===== src/rtl/riscv_pkg.sv =====
// Shared RV32 instruction-encoding constants used by fetch and decode.
// Field positions assume the fixed 32-bit base encoding.
package riscv_pkg;

  localparam logic [31:0] NOP_INSTR = 32'h0000_0013;

  typedef enum logic [6:0] {
    OPC_LOAD   = 7'h03,
    OPC_OP_IMM = 7'h13,
    OPC_AUIPC  = 7'h17,
    OPC_STORE  = 7'h23,
    OPC_OP     = 7'h33,
    OPC_LUI    = 7'h37,
    OPC_BRANCH = 7'h63,
    OPC_JALR   = 7'h67,
    OPC_JAL    = 7'h6f,
    OPC_SYSTEM = 7'h73
  } opcode_e;

  localparam int unsigned OPC_LSB = 0;
  localparam int unsigned RD_LSB  = 7;
  localparam int unsigned F3_LSB  = 12;
  localparam int unsigned RS1_LSB = 15;
  localparam int unsigned RS2_LSB = 20;
  localparam int unsigned F7_LSB  = 25;

endpackage


===== src/rtl/instr_field_split.sv =====
// Combinational split of a 32-bit instruction into decode fields,
// substituting a NOP word when asked so the consumer sees a bubble.
module instr_field_split
  import riscv_pkg::*;
#(
  parameter logic [31:0] NOP_WORD = riscv_pkg::NOP_INSTR
) (
  input  logic [31:0] word_i,
  input  logic        use_nop_i,
  output logic [6:0]  opcode_o,
  output logic [2:0]  fun_3_o,
  output logic [6:0]  fun_7_o,
  output logic [4:0]  rs1_addr_o,
  output logic [4:0]  rs2_addr_o,
  output logic [4:0]  rd_addr_o,
  output logic [24:0] instr_31_7_o
);

  logic [31:0] sel_word_s;

  assign sel_word_s   = use_nop_i ? NOP_WORD : word_i;

  assign opcode_o     = sel_word_s[OPC_LSB +: 7];
  assign rd_addr_o    = sel_word_s[RD_LSB  +: 5];
  assign fun_3_o      = sel_word_s[F3_LSB  +: 3];
  assign rs1_addr_o   = sel_word_s[RS1_LSB +: 5];
  assign rs2_addr_o   = sel_word_s[RS2_LSB +: 5];
  assign fun_7_o      = sel_word_s[F7_LSB  +: 7];
  assign instr_31_7_o = sel_word_s[31:RD_LSB];

endmodule


===== src/rtl/instr_fetch_queue.sv =====
// Circular instruction buffer between I-memory response and decode; the
// head entry is split into decode fields, or a NOP bubble when empty/flushing.
module instr_fetch_queue #(
  parameter int unsigned ILEN      = 32,
  parameter int unsigned PC_W      = 32,
  parameter int unsigned DEPTH     = 4,
  parameter logic [31:0] NOP_INSTR = riscv_pkg::NOP_INSTR
) (
  input  logic                       clk_in,
  input  logic                       rst_n_in,
  input  logic                       flush_in,
  input  logic                       in_valid_in,
  output logic                       in_ready_o,
  input  logic [ILEN-1:0]            instr_in,
  input  logic [PC_W-1:0]            pc_in,
  output logic                       out_valid_o,
  input  logic                       out_ready_in,
  output logic [PC_W-1:0]            pc_o,
  output logic [6:0]                 opcode_o,
  output logic [2:0]                 fun_3_o,
  output logic [6:0]                 fun_7_o,
  output logic [4:0]                 rs1_addr_o,
  output logic [4:0]                 rs2_addr_o,
  output logic [4:0]                 rd_addr_o,
  output logic [24:0]                instr_31_7_o,
  output logic                       bubble_o,
  output logic [$clog2(DEPTH+1)-1:0] count_o
);

  localparam int unsigned PTR_W = $clog2(DEPTH);
  localparam int unsigned CNT_W = $clog2(DEPTH + 1);

  if (DEPTH < 2 || (DEPTH & (DEPTH - 1)) != 0) begin : g_bad_depth
    $error("instr_fetch_queue: DEPTH must be a power of two and at least 2");
  end

  logic [ILEN-1:0]  mem_instr_q [DEPTH];
  logic [PC_W-1:0]  mem_pc_q    [DEPTH];
  logic [PTR_W-1:0] wptr_q, wptr_d;
  logic [PTR_W-1:0] rptr_q, rptr_d;
  logic [CNT_W-1:0] count_q, count_d;
  logic             push_s, pop_s;

  // Readiness comes only from registered occupancy, so a full queue
  // cannot accept even when the head is leaving this cycle.
  assign in_ready_o  = (count_q != CNT_W'(DEPTH));
  assign out_valid_o = (count_q != '0) & ~flush_in;
  assign push_s      = in_valid_in & in_ready_o;
  assign pop_s       = out_valid_o & out_ready_in;
  assign count_o     = count_q;
  assign bubble_o    = ~out_valid_o;
  assign pc_o        = out_valid_o ? mem_pc_q[rptr_q] : '0;

  // Next-state for pointers and occupancy; flush overrides any transfer.
  always_comb begin
    wptr_d  = wptr_q;
    rptr_d  = rptr_q;
    count_d = count_q;
    if (flush_in) begin
      wptr_d  = '0;
      rptr_d  = '0;
      count_d = '0;
    end else begin
      if (push_s) begin
        wptr_d = wptr_q + PTR_W'(1);
      end else begin
        wptr_d = wptr_q;
      end
      if (pop_s) begin
        rptr_d = rptr_q + PTR_W'(1);
      end else begin
        rptr_d = rptr_q;
      end
      case ({push_s, pop_s})
        2'b10:   count_d = count_q + CNT_W'(1);
        2'b01:   count_d = count_q - CNT_W'(1);
        default: count_d = count_q;
      endcase
    end
  end

  // Control state with asynchronous reset.
  always_ff @(posedge clk_in or negedge rst_n_in) begin
    if (!rst_n_in) begin
      wptr_q  <= '0;
      rptr_q  <= '0;
      count_q <= '0;
    end else begin
      wptr_q  <= wptr_d;
      rptr_q  <= rptr_d;
      count_q <= count_d;
    end
  end

  // Entry storage; contents are qualified by count, so no reset is needed.
  always_ff @(posedge clk_in) begin
    if (push_s && !flush_in) begin
      mem_instr_q[wptr_q] <= instr_in;
      mem_pc_q[wptr_q]    <= pc_in;
    end
  end

  instr_field_split #(
    .NOP_WORD (NOP_INSTR)
  ) u_split (
    .word_i       (mem_instr_q[rptr_q][31:0]),
    .use_nop_i    (~out_valid_o),
    .opcode_o     (opcode_o),
    .fun_3_o      (fun_3_o),
    .fun_7_o      (fun_7_o),
    .rs1_addr_o   (rs1_addr_o),
    .rs2_addr_o   (rs2_addr_o),
    .rd_addr_o    (rd_addr_o),
    .instr_31_7_o (instr_31_7_o)
  );

endmodule

===== config.mk =====
export PLATFORM = sky130hd
export DESIGN_NAME = instr_fetch_queue
export DESIGN_NICKNAME = d
export VERILOG_FILES = /design/src/rtl/riscv_pkg.sv /design/src/rtl/instr_field_split.sv /design/src/rtl/instr_fetch_queue.sv
export SDC_FILE = /design/constraint.sdc
export NUM_CORES = 1
export LEC_CHECK = 0
export ABC_AREA = 1
export BUFFER_PORTS_ARGS = -buffer_cell sky130_fd_sc_hd__buf_2
export CAP_MARGIN = 0
export CORE_UTILIZATION = 40
export DETAILED_ROUTE_END_ITERATION = 7
export PLACE_DENSITY = 0.64
export SLEW_MARGIN = 20
export SYNTH_ARGS = -nofsm -noshare
export SYNTH_HDL_FRONTEND = slang
export SYNTH_SLANG_ARGS = --single-unit

===== constraint.sdc =====
create_clock -name clk_in -period 9.4 [get_ports clk_in]
set_clock_uncertainty 0.2 [all_clocks]
set_input_delay 1.41 -clock clk_in [delete_from_list [all_inputs] [get_ports clk_in]]
set_output_delay 1.41 -clock clk_in [all_outputs]
set_load 0.01 [all_outputs]

==> results of run 1 <==
[flip-flops by register name, summed over array words and instances, names as in the netlist]
| name | count |
|---|---|
| mem_instr_q | 128 |
| mem_pc_q | 128 |
| rptr_q | 2 |
| wptr_q | 2 |
| count_o | 3 |
[layer usage]
| metal | track usage | up-vias |
|---|---|---|
| met1 | 0.2001 | 3139 |
| met5 | 0 | - |
| met3 | 0.02536 | 33 |
| li1 | - | 3196 |
| met4 | 0.04921 | 2 |
| met2 | 0.2880 | 184 |
[cells by family (layout without fill, tap and decap cells)]
family                     Yosys count  in the layout  share of synthesized area
and+or+nand+nor                    289            289                     0.1069
other                                0              2                          0
adders and majority gates            5              5                   0.006623
buffers and inverters               89            235                    0.04778
DFF                                263            263                     0.7431
xor gates and xnor gates             1              1                  0.0008280
AOI/OAI and AO/OA                  195            195                    0.09473
[through the flow]
stage | hold WS [ns] | instances | total power (uW)
6_report | 0.4421 | 1325 | 2730
5_1_grt | 0.4733 | 1324 | 2855
4_1_cts | 0.4432 | 1323 | 2767
3_5_place_dp | 0.4334 | 1275 | 1806
3_3_place_gp | 0.4188 | 1275 | 1800
2_1_floorplan | 0.3797 | 842 | 1680
[synthesized netlist by cell type, types with 3 or more instances]
cell type / number / area [sq um]
buf_1: 3 / 11.26
nor2_1: 260 / 975.9
dfrtp_1: 7 / 175.2
clkbuf_2: 11 / 55.05
clkbuf_1: 8 / 30.03
ha_1: 4 / 50.05
edfxtp_1: 256 / 7687
nand2_1: 16 / 60.06
nand2_2: 3 / 18.77
buf_2: 15 / 75.07
o21ai_1: 35 / 175.2
inv_2: 3 / 11.26
inv_1: 12 / 45.04
nand3_1: 6 / 30.03
a21oi_1: 62 / 310.3
o311ai_0: 3 / 26.28
o21ai_0: 93 / 465.5
buf_4: 37 / 277.8
[worst register-to-register path: cells and delay by family, from the launching register on]
| kind | cells | cell delay [ns] |
|---|---|---|
| buf+inv | 2 | 0.79 |
| simple gates | 5 | 1.33 |
| flops | 1 | 0.47 |
[power by group through the flow]
stage / logic, uW / clock network [uW] / registers, uW
final: 403 / 957 / 1370
after floorplan: 309 / 0 / 1370
after CTS: 412 / 984 / 1370
after global placement: 406 / 0 / 1390
after global routing: 459 / 1020 / 1380
after detailed placement: 411 / 0 / 1390
[final cells by class]
class / instances / area (sq um)
clock inverter: 13 / 82.58
timing repair buffer: 172 / 883.3
sequential: 263 / 7868
multi-input combinational: 490 / 2245
clock buffer: 35 / 705.7
inverter: 15 / 58.81
antenna: 2 / 5.005
tap: 335 / 419.2
fill: 2332 / 13720
[worst paths after layout]
check,start,end,slack (ns)
setup / recovery,rptr_q[0],pc_o[18],4.56
hold / removal,count_o[1],count_o[1],0.44
setup reg to reg,count_o[0],mem_instr_q[3][8],6.22
hold reg to reg,count_o[1],count_o[1],0.44
max in group asynchronous,rst_n_in,rptr_q[0],8.30
min in group asynchronous,rst_n_in,rptr_q[0],0.52
==> impl_metrics.csv, run 1 <==
group,metric,value,unit
run_status,status,"finished clean",
logic_synthesis,ys_seq_area_frac,0.7431,
drt,dr.pass1.iters,4,
logic_synthesis,netlist_area,10580,sq um
cells_and_area,mostFrequentLayoutCells,"nor2_1 (256), edfxtp_1 (256), buf_2 (163), o21ai_0 (93), a21oi_1 (62)",
setup_path,path_cells,"inv_4 > buf_4 > o21ai_0 > a21oi_1 > buf_2",
cts,cts_htree_levels,1,
cts,tritoncts.num_buffers,27,
drt,drtIter0Drc,344,
setup_path,required,7.79,ns
cells_and_area,area_growth,15.94,%
drt,final_antenna_net_count,0,
global_routing,antenna_found_initial,2,
setup_path,crit_buf_inv,3,
place,port_buffers,163,
logic_synthesis,async_reset_ff_frac,0.02662,
power,comb_power_share,0.148,
cells_and_area,stdcell_area,12270,sq um
logic_synthesis,syn_area_per_cell,12.57,sq um
drt,vias_per_cell,4.946,
sta,setup_tns,0,ns
drt,drc,0,
sta,setup_viol,0,
setup_path,critical_path_class,"reg -> out",
die,initial_core_util,0.4072,
global_routing,grt_first_pass_wirelength,33430,um
power,leakage,0.004541,uW
sta,hold_violations,0,
sta,period_share,0.5149,
setup_path,cp.depth,5,
cts,cts_setup_buffers,0,
sta,setup_ws,4.560,ns
cts,numClockSinks,263,
die,die_width,164.6,um
global_routing,grt_overflow,0,
cts,cts_root_buffer,"clkbuf_16",
sta,fin_crit,4.840,ns
drt,wl_met2,11120,um
sta,max_freq,0.2066,GHz
cells_and_area,drive_gt1_frac,0.2237,
cts,cts_buffer_depth,3,
cts,postCtsHoldBufs,0,
setup_path,crit_path_max_incr_delay,0.79,ns
drt,drt_wl_total,22070,um
die,design.core.area,25980,sq um
setup_path,critPathLaunchType,"flip-flop",
hold_path,hold_depth,2,
cts,path_clk_slew,0.06,ns
global_routing,grt_usage,0.1613,
run,maxCapViolCount,0,
power,power_density,222.5,nW/um^2
setup_path,path_max_fanout,76,
sta,drv_slew,0,
global_routing,grt_max_degree,77,
power,p_seq_frac,0.502,
power,clkPwrFrac,0.351,
cts,postCtsResizedCells,0,
sta,worstMarginPinSlew,1.048,ns
global_routing,first_global_vias,6234,
die,die_h,164.6,um
logic_synthesis,netlist_instances,842,
drt,wl_met1,9258,um
logic_synthesis,ys_types,26,
setup_path,r2r_cells,7,
drt,num_vias,6554,
logic_synthesis,yosys_warnings,0,
setup_path,slowest_stage,"dfrtp_4",
setup_path,end_kind,"output pin",
drt,top_layer,"met5",
power,intPower,2015,uW
place,gp_congestion,0.7623,
logic_synthesis,syn-num-nets,916,
sta,slew_headroom,0.3011,
power,vdd_drop_max,158.2,uV
place,place_area,11470,sq um
cells_and_area,final_core_util,0.4721,
drt,drt-wirelength-per-cell,16.66,um
setup_path,arrival,3.23,ns
die,io_pins,164,
drt,met3_length,1147,um
hold_path,holdCritPathClass,"reg -> reg",
power,switching_power,715.1,uW
place,dp_slack,4.956,ns
logic_synthesis,synth-seq-cells,263,
place,dp_hpwl,11620,um
cts,worstSkewPairLatency,0.52,ns
sta,rsz0062_at_grt,"false",
cells_and_area,final_nets,1043,
power,switching_share,0.2620,
setup_path,critPathTopFamily,"buffers and inverters",
logic_synthesis,synth_ff_type,"edfxtp_1",
logic_synthesis,synth_edf_count,256,
cts,cts_tree,"built",
die,rows,59,
die,die-area,27100,sq um
No activity file was read; power rests on OpenSTA's default activity.
==> run 2, diff against run 1 <==
Settings changed: ABC_AREA 1 to 0.
Clock period 9.4 ns to 4.75 ns, I/O delays scaled along.
==> run 2 against run 1 <==
  * Clock-buffer cell count unchanged
  * Highest routed layer unchanged
  * Sequential share of layout area up 0.48 points
  * Non-clock buffer count down 7
  * Die area down 2.1%
  * Critical endpoint is now instr_31_7_o[4]
==> impl_metrics.csv, run 2 <==
group,metric,value,unit
run_status,status,"finished clean",
cts,postCtsResizedCells,0,
setup_path,r2r_end,"count_o[2]",
die,io_pins,164,
logic_synthesis,synth_top_area_cell,"edfxtp_1",
power,vdd_drop_max,342.7,uV
global_routing,use_met3,0.02852,
setup_path,r2r_start,"count_o[2]",
logic_synthesis,yosys-top-cells-count,"edfxtp_1 (256), and2_1 (65), mux4_2 (64), buf_4 (27), clkbuf_1 (12)",
cts,worstSkewPairLatency,0.53,ns
hold_path,holdCritPathClass,"in -> reg",
hold_path,hold_depth,1,
cts,numClockSinks,263,
hold_path,worst_hold_path.endpoint,"mem_instr_q[3][7]",
sta,setup_viol,0,
setup_path,path_max_fanout,37,
logic_synthesis,netlist_instances,484,
setup_path,end_kind,"output pin",
place,dp_hpwl,10870,um
setup_path,required,3.84,ns
cts,tritoncts.num_buffers,27,
global_routing,antenna_found_initial,1,
sta,hold_violations,0,
cells_and_area,multiInputGateArea,2186,sq um
global_routing,grt_overflow,0,
logic_synthesis,async_reset_ff_frac,0.02662,
cells_and_area,final_cells,981,
global_routing,grt_max_degree,66,
global_routing,grt_usage,0.1487,
place,gp_congestion,0.7363,
setup_path,reg2reg_slack,2.06,ns
die,rows,58,
cts,cts_root_buffer,"clkbuf_16",
setup_path,critPathLaunchType,"flip-flop",
setup_path,r2r_cells,7,
sta,rsz0062_at_grt,"false",
drt,drtIter0Drc,277,
die,die_h,162.9,um
cells_and_area,drive_gt1_frac,0.4240,
global_routing,grt_first_pass_wirelength,29700,um
setup_path,arrival,2.75,ns
logic_synthesis,synth_edf_count,256,
die,initial_core_util,0.4090,
sta,period_share,0.7707,
logic_synthesis,syn_area_per_cell,21.40,sq um
global_routing,met2_usage,0.2629,
power,power_density,459.4,nW/um^2
logic_synthesis,synthMostInstantiatedCell,"edfxtp_1",
cts,cts_tree,"built",
place,port_buffers,163,
logic_synthesis,yosys_warnings,0,
drt,final_antenna_net_count,0,
cts,cts_buffer_depth,3,
die,die_width,162.9,um
cells_and_area,final_nets,704,
sta,max_freq,0.2732,GHz
logic_synthesis,ys_types,35,
cells_and_area,ff_latch_area,7870,sq um
cells_and_area,num-fill-cells,2083,
sta,setup_tns,0,ns
sta,fin_crit,3.661,ns
power,power,5596,uW
run,maxCapViolCount,0,
die,die-area,26540,sq um
drt,vias_per_cell,4.981,
drt,dr.pass1.iters,4,
drt,drc,0,
sta,drv_slew,0,
drt,drt-wirelength-per-cell,19.51,um
hold_path,min_from,"instr_in[7]",
drt,num_vias,4886,
cells_and_area,final_core_util,0.4809,
global_routing,grt_use_met1,0.1854,
global_routing,first_global_vias,5244,
logic_synthesis,netlist_area,10360,sq um
cells_and_area,n_antenna_cell,0,
drt,drt_wl_total,19140,um
power,leakage,0.004274,uW
cts,cts_htree_levels,1,
sta,timing.hold.ws,0.1974,ns
cts,path_clk_slew,0.06,ns
logic_synthesis,yosysTopAreaCellShare,0.7421,
die,design.core.area,25330,sq um
cells_and_area,area_growth,17.59,%
cells_and_area,final_common_cell,"edfxtp_1",
logic_synthesis,synth_ff_type,"edfxtp_1",
setup_path,critical_path_class,"reg -> out",
logic_synthesis,ys_seq_area_frac,0.7590,
sta,worstMarginPinSlew,1.038,ns
cells_and_area,mostFrequentLayoutCells,"edfxtp_1 (256), buf_2 (163), mux4_2 (64), and2_1 (61), clkbuf_16 (27)",
place,dp_cells,930,
sta,slew_headroom,0.3083,
logic_synthesis,synth.area.top_cells,"edfxtp_1 (74%), mux4_2 (14%), and2_1 (3.9%)",
logic_synthesis,syn-num-nets,558,
global_routing,busiest_layer,"met2",
logic_synthesis,synth-seq-cells,263,
[run 2: area by class of cell]
| type | count | area share |
|---|---|---|
| inverter | 3 | 0.0009245 |
| clock inverter | 15 | 0.01222 |
| sequential | 263 | 0.6461 |
| timing repair buffer | 165 | 0.06944 |
| tap | 330 | 0.03390 |
| multi-input combinational | 170 | 0.1795 |
| clock buffer | 35 | 0.05794 |
[run 2: stage by stage]
step | setup slack, ns | instance area [sq um]
final | 1.089 | 12180
after global routing | 0.8714 | 12180
after CTS | 0.9698 | 12180
after detailed placement | 1.552 | 11320
after global placement | 1.567 | 11320
after floorplan | 1.636 | 10360
[run 2: cell families (layout without fill, tap and decap cells)]
logic type / after synthesis / in the layout / synth area share
flip-flops: 263 / 263 / 0.7590
AND/OR/NAND/NOR: 91 / 91 / 0.05544
multiplexers: 66 / 66 / 0.1416
buffers and inverters: 51 / 218 / 0.03092
adder cells (fa/ha/maj): 5 / 5 / 0.006764
AO/OA/AOI/OAI: 5 / 5 / 0.003020
XOR/XNOR: 3 / 3 / 0.003262
[run 2: worst max path at each step]
stage | cells after the start | endpoint | startpoint | slack, ns
final | 4 | instr_31_7_o[4] | rptr_q[0] | 1.09
after CTS | 4 | instr_31_7_o[4] | rptr_q[0] | 0.97
after detailed placement | 4 | instr_31_7_o[4] | rptr_q[0] | 1.55
after floorplan | 4 | mem_instr_q[0][0] | count_o[2] | 1.64
after global placement | 4 | pc_o[1] | rptr_q[0] | 1.57
after global routing | 4 | fun_3_o[2] | rptr_q[0] | 0.87
[run 2: where the power goes]
part           internal, uW  leakage [uW]  total, uW  switching, uW
clock                  1210      0.000423       2030            827
sequential             2650       0.00241       2750           93.2
combinational           413       0.00144        814            401
[run 2: metal layers]
metal	part of all wire	up-vias
met4	0.021	2
met3	0.050	33
li1	-	2210
met1	0.41	2500
met5	0.00068	-
met2	0.52	141
[run 2: worst max-delay path: stages (launching register included)]
cell and delay, ns:
dfrtp_4 0.93, buf_12 0.35, mux4_2 0.58, and2_1 0.19, buf_2 0.14
[run 2: repair_timing]
action	4_1_cts	5_1_grt
setup buffers	0	0
hold buffers	1	0
hold endpoints to repair	7	0
